$ cat src/rtl/stack_pkg.sv
// Shared definitions for the maze solver's move stack: default sizes,
// sequencer state encoding and the move direction codes stored on the stack.
package stack_pkg;

   localparam int N_DEF     = 2;
   localparam int DEPTH_DEF = 16;
   localparam int AW_DEF    = 4;

   typedef enum logic [1:0] {
      ST_IDLE   = 2'd0,
      ST_REPLAY = 2'd1,
      ST_FIN    = 2'd2
   } state_t;

   typedef enum logic [1:0] {
      DIR_UP    = 2'd0,
      DIR_RIGHT = 2'd1,
      DIR_DOWN  = 2'd2,
      DIR_LEFT  = 2'd3
   } dir_t;

endpackage

$ cat src/rtl/stack_mem.sv
// DEPTH x N move store: one synchronous write port and two asynchronous
// read ports (stack top and replay pointer).
module stack_mem #(
   parameter int N     = 2,
   parameter int DEPTH = 16,
   parameter int AW    = 4
) (
   input  logic          clk,
   input  logic          we,
   input  logic [AW-1:0] waddr,
   input  logic [N-1:0]  wdata,
   input  logic [AW-1:0] top_addr,
   output logic [N-1:0]  top_data,
   input  logic [AW-1:0] rp_addr,
   output logic [N-1:0]  rp_data
);

   logic [N-1:0] mem [DEPTH];

   always_ff @(posedge clk) begin
      if (we) mem[waddr] <= wdata;
   end

   assign top_data = mem[top_addr];
   assign rp_data  = mem[rp_addr];

endmodule

$ cat src/rtl/stack_controller.sv
// Move-stack sequencer: arbitrates push/pop/replay requests, owns the stack
// and replay pointers, and streams stored moves bottom-to-top on replay.
module stack_controller
   import stack_pkg::*;
#(
   parameter int N     = N_DEF,
   parameter int DEPTH = DEPTH_DEF,
   parameter int AW    = AW_DEF
) (
   input  logic         clk,
   input  logic         rst,
   input  logic         push_req,
   input  logic [N-1:0] push_data,
   input  logic         pop_req,
   output logic [N-1:0] pop_data,
   output logic         pop_valid,
   input  logic         replay_req,
   output logic [N-1:0] move_data,
   output logic         move_valid,
   input  logic         move_ready,
   output logic         finish,
   output logic         busy,
   output logic         empty,
   output logic         full,
   output logic [AW:0]  count,
   output logic         err
);

   localparam logic [AW:0] PTR_ONE = (AW+1)'(1);
   localparam logic [AW:0] SP_FULL = (AW+1)'(DEPTH);

   state_t       state, state_nxt;
   logic [AW:0]  sp, rd_ptr, top_ptr;
   logic         push_acc, pop_acc, xchg, err_c, hs, last;
   logic         we;
   logic [AW-1:0] waddr;
   logic [N-1:0] top_data, rp_data;

   assign top_ptr = sp - PTR_ONE;
   assign empty   = (sp == '0);
   assign full    = (sp == SP_FULL);
   assign count   = sp;
   assign hs      = (state == ST_REPLAY) && move_ready;
   assign last    = (rd_ptr == top_ptr);

   // Arbitration: replay beats push/pop; losers and guarded requests flag err.
   always_comb begin
      push_acc = 1'b0;
      pop_acc  = 1'b0;
      xchg     = 1'b0;
      err_c    = 1'b0;
      if (state == ST_IDLE) begin
         if (replay_req) begin
            err_c = push_req | pop_req;
         end else if (push_req && pop_req) begin
            if (empty) begin
               push_acc = 1'b1;
               err_c    = 1'b1;
            end else begin
               xchg = 1'b1;
            end
         end else if (push_req) begin
            if (full) err_c = 1'b1;
            else      push_acc = 1'b1;
         end else if (pop_req) begin
            if (empty) err_c = 1'b1;
            else       pop_acc = 1'b1;
         end
      end else begin
         err_c = push_req | pop_req | replay_req;
      end
   end

   assign we    = push_acc | xchg;
   assign waddr = xchg ? top_ptr[AW-1:0] : sp[AW-1:0];

   stack_mem #(.N(N), .DEPTH(DEPTH), .AW(AW)) u_mem (
      .clk      (clk),
      .we       (we),
      .waddr    (waddr),
      .wdata    (push_data),
      .top_addr (top_ptr[AW-1:0]),
      .top_data (top_data),
      .rp_addr  (rd_ptr[AW-1:0]),
      .rp_data  (rp_data)
   );

   always_ff @(posedge clk or negedge rst) begin
      if (!rst) state <= ST_IDLE;
      else      state <= state_nxt;
   end

   always_comb begin
      state_nxt = state;
      case (state)
         ST_IDLE:   if (replay_req) state_nxt = empty ? ST_FIN : ST_REPLAY;
         ST_REPLAY: if (hs && last) state_nxt = ST_FIN;
         ST_FIN:    state_nxt = ST_IDLE;
         default:   state_nxt = ST_IDLE;
      endcase
   end

   always_comb begin
      busy       = (state != ST_IDLE);
      move_valid = (state == ST_REPLAY);
      finish     = (state == ST_FIN);
      move_data  = (state == ST_REPLAY) ? rp_data : '0;
   end

   always_ff @(posedge clk or negedge rst) begin
      if (!rst) begin
         sp        <= '0;
         rd_ptr    <= '0;
         pop_valid <= 1'b0;
         pop_data  <= '0;
         err       <= 1'b0;
      end else begin
         if (push_acc)     sp <= sp + PTR_ONE;
         else if (pop_acc) sp <= top_ptr;
         if (state == ST_IDLE && replay_req) rd_ptr <= '0;
         else if (hs)                        rd_ptr <= rd_ptr + PTR_ONE;
         pop_valid <= pop_acc | xchg;
         if (pop_acc | xchg) pop_data <= top_data;
         err <= err_c;
      end
   end

endmodule

$ cat config.mk
export PLATFORM = sky130hd
export DESIGN_NAME = stack_controller
export DESIGN_NICKNAME = d
export VERILOG_FILES = /design/src/rtl/stack_pkg.sv /design/src/rtl/stack_mem.sv /design/src/rtl/stack_controller.sv
export SDC_FILE = /design/constraint.sdc
export NUM_CORES = 1
export LEC_CHECK = 0
export BUFFER_PORTS_ARGS = -buffer_cell sky130_fd_sc_hd__buf_2
export CELL_PAD_IN_SITES_DETAIL_PLACEMENT = 1
export CELL_PAD_IN_SITES_GLOBAL_PLACEMENT = 1
export CORE_MARGIN = 4
export CORE_UTILIZATION = 50
export CTS_CLUSTER_SIZE = 8
export DETAILED_ROUTE_END_ITERATION = 12
export GPL_ROUTABILITY_DRIVEN = 0
export HOLD_SLACK_MARGIN = 0.12
export PLACE_DENSITY_LB_ADDON = 0.3
export SLEW_MARGIN = 20
export SYNTH_ARGS = -nofsm -noshare
export SYNTH_HDL_FRONTEND = slang
export SYNTH_HIERARCHICAL = 1
export SYNTH_SLANG_ARGS = --single-unit
$ cat constraint.sdc
create_clock -name clk -period 5.2 [get_ports clk]
set_clock_uncertainty 0.1 [all_clocks]
set_input_delay 0 -clock clk [delete_from_list [all_inputs] [get_ports clk]]
set_output_delay 0 -clock clk [all_outputs]
set_load 0.05 [all_outputs]
Word-level counts from Yosys, hierarchy flattened

Memories as Yosys holds them, arrays and structs flattened. A register that Yosys moved wholly into a read port is not among the register bits.
Index checks and enable logic that the tools add are counted.

Register bits: 14
Memory bits (writable): 32
Memories kept: 1
Input port bits: 8

Equal/unequal tests: 6
Reduce and logical (&&, ||, !) cells: 11
Bitwise logic cells: 4
Add/sub/neg operators: 3
Multiplexer cells: 33

Memories:

| memory    | words | bits a word | read ports | clocked after Yosys merged registers in | wr ports | RTL line        | text |
|---|---|---|---|---|---|---|---|
| u_mem.mem | 16    | 2           | 2          | 1                                       | 1        | stack_mem.sv:18 | `logic [N-1:0] mem [DEPTH];` |

Operators by type and width:

| cell                                              | count |
|---|---|
| two-way mux 1 bit                                 | 23 |
| two-way mux 5 bit                                 | 4 |
| adder 5 x 1 -> 5 bit (second input constant)      | 2 |
| two-way mux 2 bit                                 | 4 |
| nonzero test 2 bit                                | 3 |
| == test 5 bit                                     | 1 |
| == test 5 bit (second input constant)             | 1 |
| zero test 5 bit                                   | 1 |
| subtractor 5 x 1 -> 5 bit (second input constant) | 1 |
| logical AND 1 bit                                 | 4 |
| two-way mux 4 bit                                 | 1 |
| bitwise OR 1 bit                                  | 4 |
| one-hot mux 2 bit (2 select lines)                | 1 |
| == test 2 x 1 -> 1 bit (second input constant)    | 1 |
| == test 2 bit (second input constant)             | 1 |
| zero test 2 bit                                   | 1 |
| != test 2 x 1 -> 1 bit (second input constant)    | 1 |
| != test 2 bit (second input constant)             | 1 |
| AND reduction 2 bit                               | 1 |
| zero test 1 bit                                   | 1 |

Depth between registers and ports, before layout

Depth in word-level cells: 9
Mapped depth: 10

By module

Netlist, hierarchy kept.

By module, submodules not included:

| module           | seq. area each (um^2) | cells each | times used | area each (um^2) |
|---|---|---|---|---|
| stack_mem        | 960.9                 | 97         | 1          | 1,624.1 |
| stack_controller | 400.4                 | 110        | 1          | 1,084.8 |

Worst setup path before layout

OpenSTA, ideal clock, no wires.

Path kind: register to register
Start: reg sp[0], in the netlist count[0]
End: mem u_mem.mem[0][0], enable pin
Period minus slack after synthesis: 3.448 ns
Library setup time: 0.329 ns
Data arrival time: 3.019 ns
Setup slack: 1.752 ns
Data required time: 4.771 ns
Cell stages (with the launch flop): 11
Cells stage by stage: dfrtp_1 clkbuf_1 inv_1 ha_1 or4b_4 and3_2 buf_6 and3_1 xor2_1 or3b_2 nor3_1

Elaborated cells between the ends (all ways): 17

RTL lines:

| element                   | RTL line                | text |
|---|---|---|
| from (decl)               | stack_controller.sv:33  | `logic [AW:0] sp, rd_ptr, top_ptr;` |
| from (signal assigned)    | stack_controller.sv:118 | `if (push_acc) sp <= sp + PTR_ONE;` |
| from (signal assigned)    | stack_controller.sv:119 | `else if (pop_acc) sp <= top_ptr;` |
| subtractor 5 x 1 -> 5 bit | stack_controller.sv:39  | `assign top_ptr = sp - PTR_ONE;` |
| net top_ptr[0]            | stack_controller.sv:33  |  |
| two-way mux 4 bit         | stack_controller.sv:75  | `assign waddr = xchg ? top_ptr[AW-1:0] : sp[AW-1:0];` |
| to (decl)                 | stack_mem.sv:18         |  |

The timed path passes the listed nets, and every way through them passes these cells.

Worst setup path after layout

Ends and elaborated chain as after synthesis.

==> parameters.txt <==
Parameter                              Value

Timing
  Final setup viols ... 0
  Crit share post-route ... a little over two thirds
  Setup repair after global routing missed its margin ... no
  Slew of the pin with the lowest slew margin ... around 960 ps
  Worst setup slack after layout ... 1550 ps
  FMAX ... about 0.27 GHz
  Time the final worst path needs with I/O delays and setup ... approximately 3700 ps
  Max-slew violation count ... 0
  Fin. Hold Viols ... 0
  Setup TNS after final layout ... 0 ps
  Worst slew margin relative to its limit ... around a third

Power and ir drop
  Pleak ... 1.15 nW
  Peak VDD IR ... around 0.36 mV
  Total power ... 1.74 mW
  Power per cell area ... 581 mW/mm2

Floorplan
  Floorplan core area ... 0.00517 mm2
  Starting utilization of the core area ... between 50 and 60%
  Chip width ... approximately 82 um
  Area of the die ... approximately 0.0067 mm2
  # IOs ... 24
  Row cnt ... 26
  Vertical die dimension ... between 80 and 90 um

Detailed routing
  Drt via density ... a little under 6
  Via count ... around 1.8k
  Detail Route Antenna Nets ... 0
  Number of DRC markers in iteration 0 ... 93
  DRC errors left ... 0
  Drt pass-1 iters ... 4
  Routed wire length per instance ... 19.8 um
  Routed Wire Length ... about 6000 um

Setup path
  Critical path data arrival time ... ~3500 ps
  Critical-path maximum fanout ... 10
  Data required, critical path ... 5080 ps
  Critical path endpoint category ... flip-flop
  Crit Path Category ... flip-flop to flip-flop
  Type of element launching the critical path ... flip-flop

Synthesis
  Number of synthesized flops with an enable pin ... 32
  Main area contributors after synthesis ... sky130_fd_sc_hd__edfxtp_1 (35%), sky130_fd_sc_hd__dfrtp_1 (15%), sky130_fd_sc_hd__mux4_1 (12%)
  Ys flop type ... sky130_fd_sc_hd__edfxtp_1
  FFs w/ async S/R, synth ... 33.3%
  Post-synthesis register bit count ... 48
  Post-synthesis instance area ... roughly 0.0027 mm2
  Number of different library cells in the post-synthesis netlist ... 50
  Syn avg cell area ... around 13 um2
  Sequential element share of the synthesized area ... about 50%
  Cells after synthesis ... ~210
  Synth warnings ... 6
  Post-synth top area share ... 35.5%
  Net Count, Synth ... approximately 220
  Most area-hungry cell type in the Yosys netlist ... sky130_fd_sc_hd__edfxtp_1

Placement
  Total half-perimeter wirelength after legalization and detailed placement ... around 4500 um
  Worst setup slack after placement ... ~1600 ps
  Number of port buffers ... 23
  Post-DP Area ... 0.00284 mm2

Clock network
  Number of buffers inserted during clock tree synthesis ... 5
  CTS clock-pin slew for the worst setup and hold paths ... 90 ps
  Clock tree from TritonCTS ... yes
  Buffer levels on the longest clock path ... 2
  Count of H-tree levels built during CTS ... 2
  Sink Count ... 48
  Clk Latency, worst-skew pair ... 300 ps
  Root buffer selected by CTS ... sky130_fd_sc_hd__clkbuf_8

Cells and area
  Fill cell count ... about 520
  Ant diodes ... 0
  Syn-to-layout area delta ... 10.8%
  Final Instance Area ... about 0.003 mm2
  Nets ... between 200 and 250
  Share of post-route cells with drive strength above 1 ... about a fifth

GRT
  Via count of the first global-routing pass ... around 1.8k
  Overflow left after global routing ... 0
  Wire length of the first global-routing pass ... approximately 9400 um
  Aggregate global-route resource usage ... 19.7%
  Initial antenna violation count ... 0
  Largest net degree at the start of global routing ... 17

Status
  Status ... finished clean

Min path
  Type of the most critical hold path ... input pin to flip-flop

Job
  Max-cap viol count ... 0
==> flip-flops by register name, summed over array words and instances (netlist names) <==
name,flops
err,1
pop_valid,1
pop_data,2
count,5
u_mem/mem,32
rd_ptr,5
state,2
==> cell usage after synthesis, types with 2 or more instances <==
master                     number
sky130_fd_sc_hd__nor3_1         6
sky130_fd_sc_hd__nor2_1        25
sky130_fd_sc_hd__nor2b_1        6
sky130_fd_sc_hd__edfxtp_1      32
sky130_fd_sc_hd__ha_1           3
sky130_fd_sc_hd__nand4_1        3
sky130_fd_sc_hd__mux2_2         2
sky130_fd_sc_hd__clkbuf_1       5
sky130_fd_sc_hd__and2_1         3
sky130_fd_sc_hd__dfrtp_1       16
sky130_fd_sc_hd__buf_6          4
sky130_fd_sc_hd__o21ai_0        2
sky130_fd_sc_hd__o211ai_1       2
sky130_fd_sc_hd__inv_1          5
sky130_fd_sc_hd__a32oi_1        2
sky130_fd_sc_hd__nand3b_1       2
sky130_fd_sc_hd__a21oi_1        2
sky130_fd_sc_hd__mux4_1        12
sky130_fd_sc_hd__xnor2_1        7
sky130_fd_sc_hd__nand2b_1       2
sky130_fd_sc_hd__nand2_1       11
sky130_fd_sc_hd__mux4_2         4
sky130_fd_sc_hd__nand3_1       12
sky130_fd_sc_hd__xor2_1        10
sky130_fd_sc_hd__a22oi_1        4
==> placed cells by master, fill, tap and decap left out, types with 4 or more instances in the layout <==
cell type,n
sky130_fd_sc_hd__a22oi_1,4
sky130_fd_sc_hd__buf_2,23
sky130_fd_sc_hd__clkbuf_8,5
sky130_fd_sc_hd__dfrtp_1,16
sky130_fd_sc_hd__dlygate4sd3_1,8
sky130_fd_sc_hd__edfxtp_1,32
sky130_fd_sc_hd__inv_1,5
sky130_fd_sc_hd__mux4_1,12
sky130_fd_sc_hd__mux4_2,4
sky130_fd_sc_hd__nand2_1,11
sky130_fd_sc_hd__nand3_1,12
sky130_fd_sc_hd__nor2_1,25
sky130_fd_sc_hd__nor2b_1,6
sky130_fd_sc_hd__nor3_1,6
sky130_fd_sc_hd__xnor2_1,7
sky130_fd_sc_hd__xor2_1,10
==> through the flow <==
stage,util (%),instances,hold WS (ps)
2_1_floorplan,-,207,-396
3_3_place_gp,54.8,289,-169
3_5_place_dp,54.8,289,-163
4_1_cts,58.0,305,172
5_1_grt,58.0,305,220
6_report,58.0,305,176
==> critical path, stage by stage, from the launching register on <==
cell and delay, ps:
sky130_fd_sc_hd__dfrtp_1 470, sky130_fd_sc_hd__inv_1 390, sky130_fd_sc_hd__ha_1 360, sky130_fd_sc_hd__or4b_4 550, sky130_fd_sc_hd__and3_2 280, sky130_fd_sc_hd__and3_1 210
sky130_fd_sc_hd__xor2_1 170, sky130_fd_sc_hd__or3b_2 520, sky130_fd_sc_hd__nor3_1 290
==> report_power, final <==
part	switching (mW)	leakage, nW	internal, mW	total, mW
clock	0.123	0.0428	0.0943	0.217
sequential	0.120	0.486	0.461	0.581
combinational	0.585	0.620	0.360	0.945
==> worst paths after layout <==
path	startpoint	end	slack (ps)	cells past startpoint
worst min-delay path	move_ready	rd_ptr[0]	180	4
min in group asynchronous	rst	rd_ptr[1]	760	3
max in group asynchronous	rst	count[0]	3760	3
worst max register to register	count[0]	u_mem/mem[0][0]	1550	8
worst min register to register	pop_data[0]	pop_data[0]	430	1
worst max-delay path	count[0]	u_mem/mem[0][0]	1550	8
==> metal layers <==
| metal | global-route usage (%) | routed length (um) | vias to the layer above |
|---|---|---|---|
| li1 | - | - | 844 |
| met1 | 27.0 | 2730 | 906 |
| met2 | 32.3 | 3020 | 37 |
| met3 | 3.84 | 232 | 5 |
| met4 | 4.98 | 65 | 0 |
| met5 | 0 | 0 | - |
==> cells by family (layout without fill, tap and decap cells) <==
group	count (synthesis)	after routing	synth area share, %
xor+xnor	18	18	6.33
simple gates	84	84	16.9
flops	48	48	50.3
fa+ha+maj	3	3	1.39
compound gates	18	18	5.13
mux	19	19	16.2
buf+inv	17	45	3.83
==> area by class of cell <==
class                   instances  area (um2)  area share, %
flip-flops and latches         48        1360           45.4
well taps                      70        87.6           2.92
clock buffers                   6        72.6           2.42
inverters                       6        27.5          0.917
repair buffers                 31         195           6.51
multi-input cells             142        1240           41.5
clock inverters                 2        12.5          0.417
==> what timing repair did <==
action | CTS | global route
hold buffers | 8 | 0
resized for setup | 0 | 0
setup buffers | 0 | 0
endpoints found under the hold margin | 57 | 0
Power figures use the tool's default switching activity.
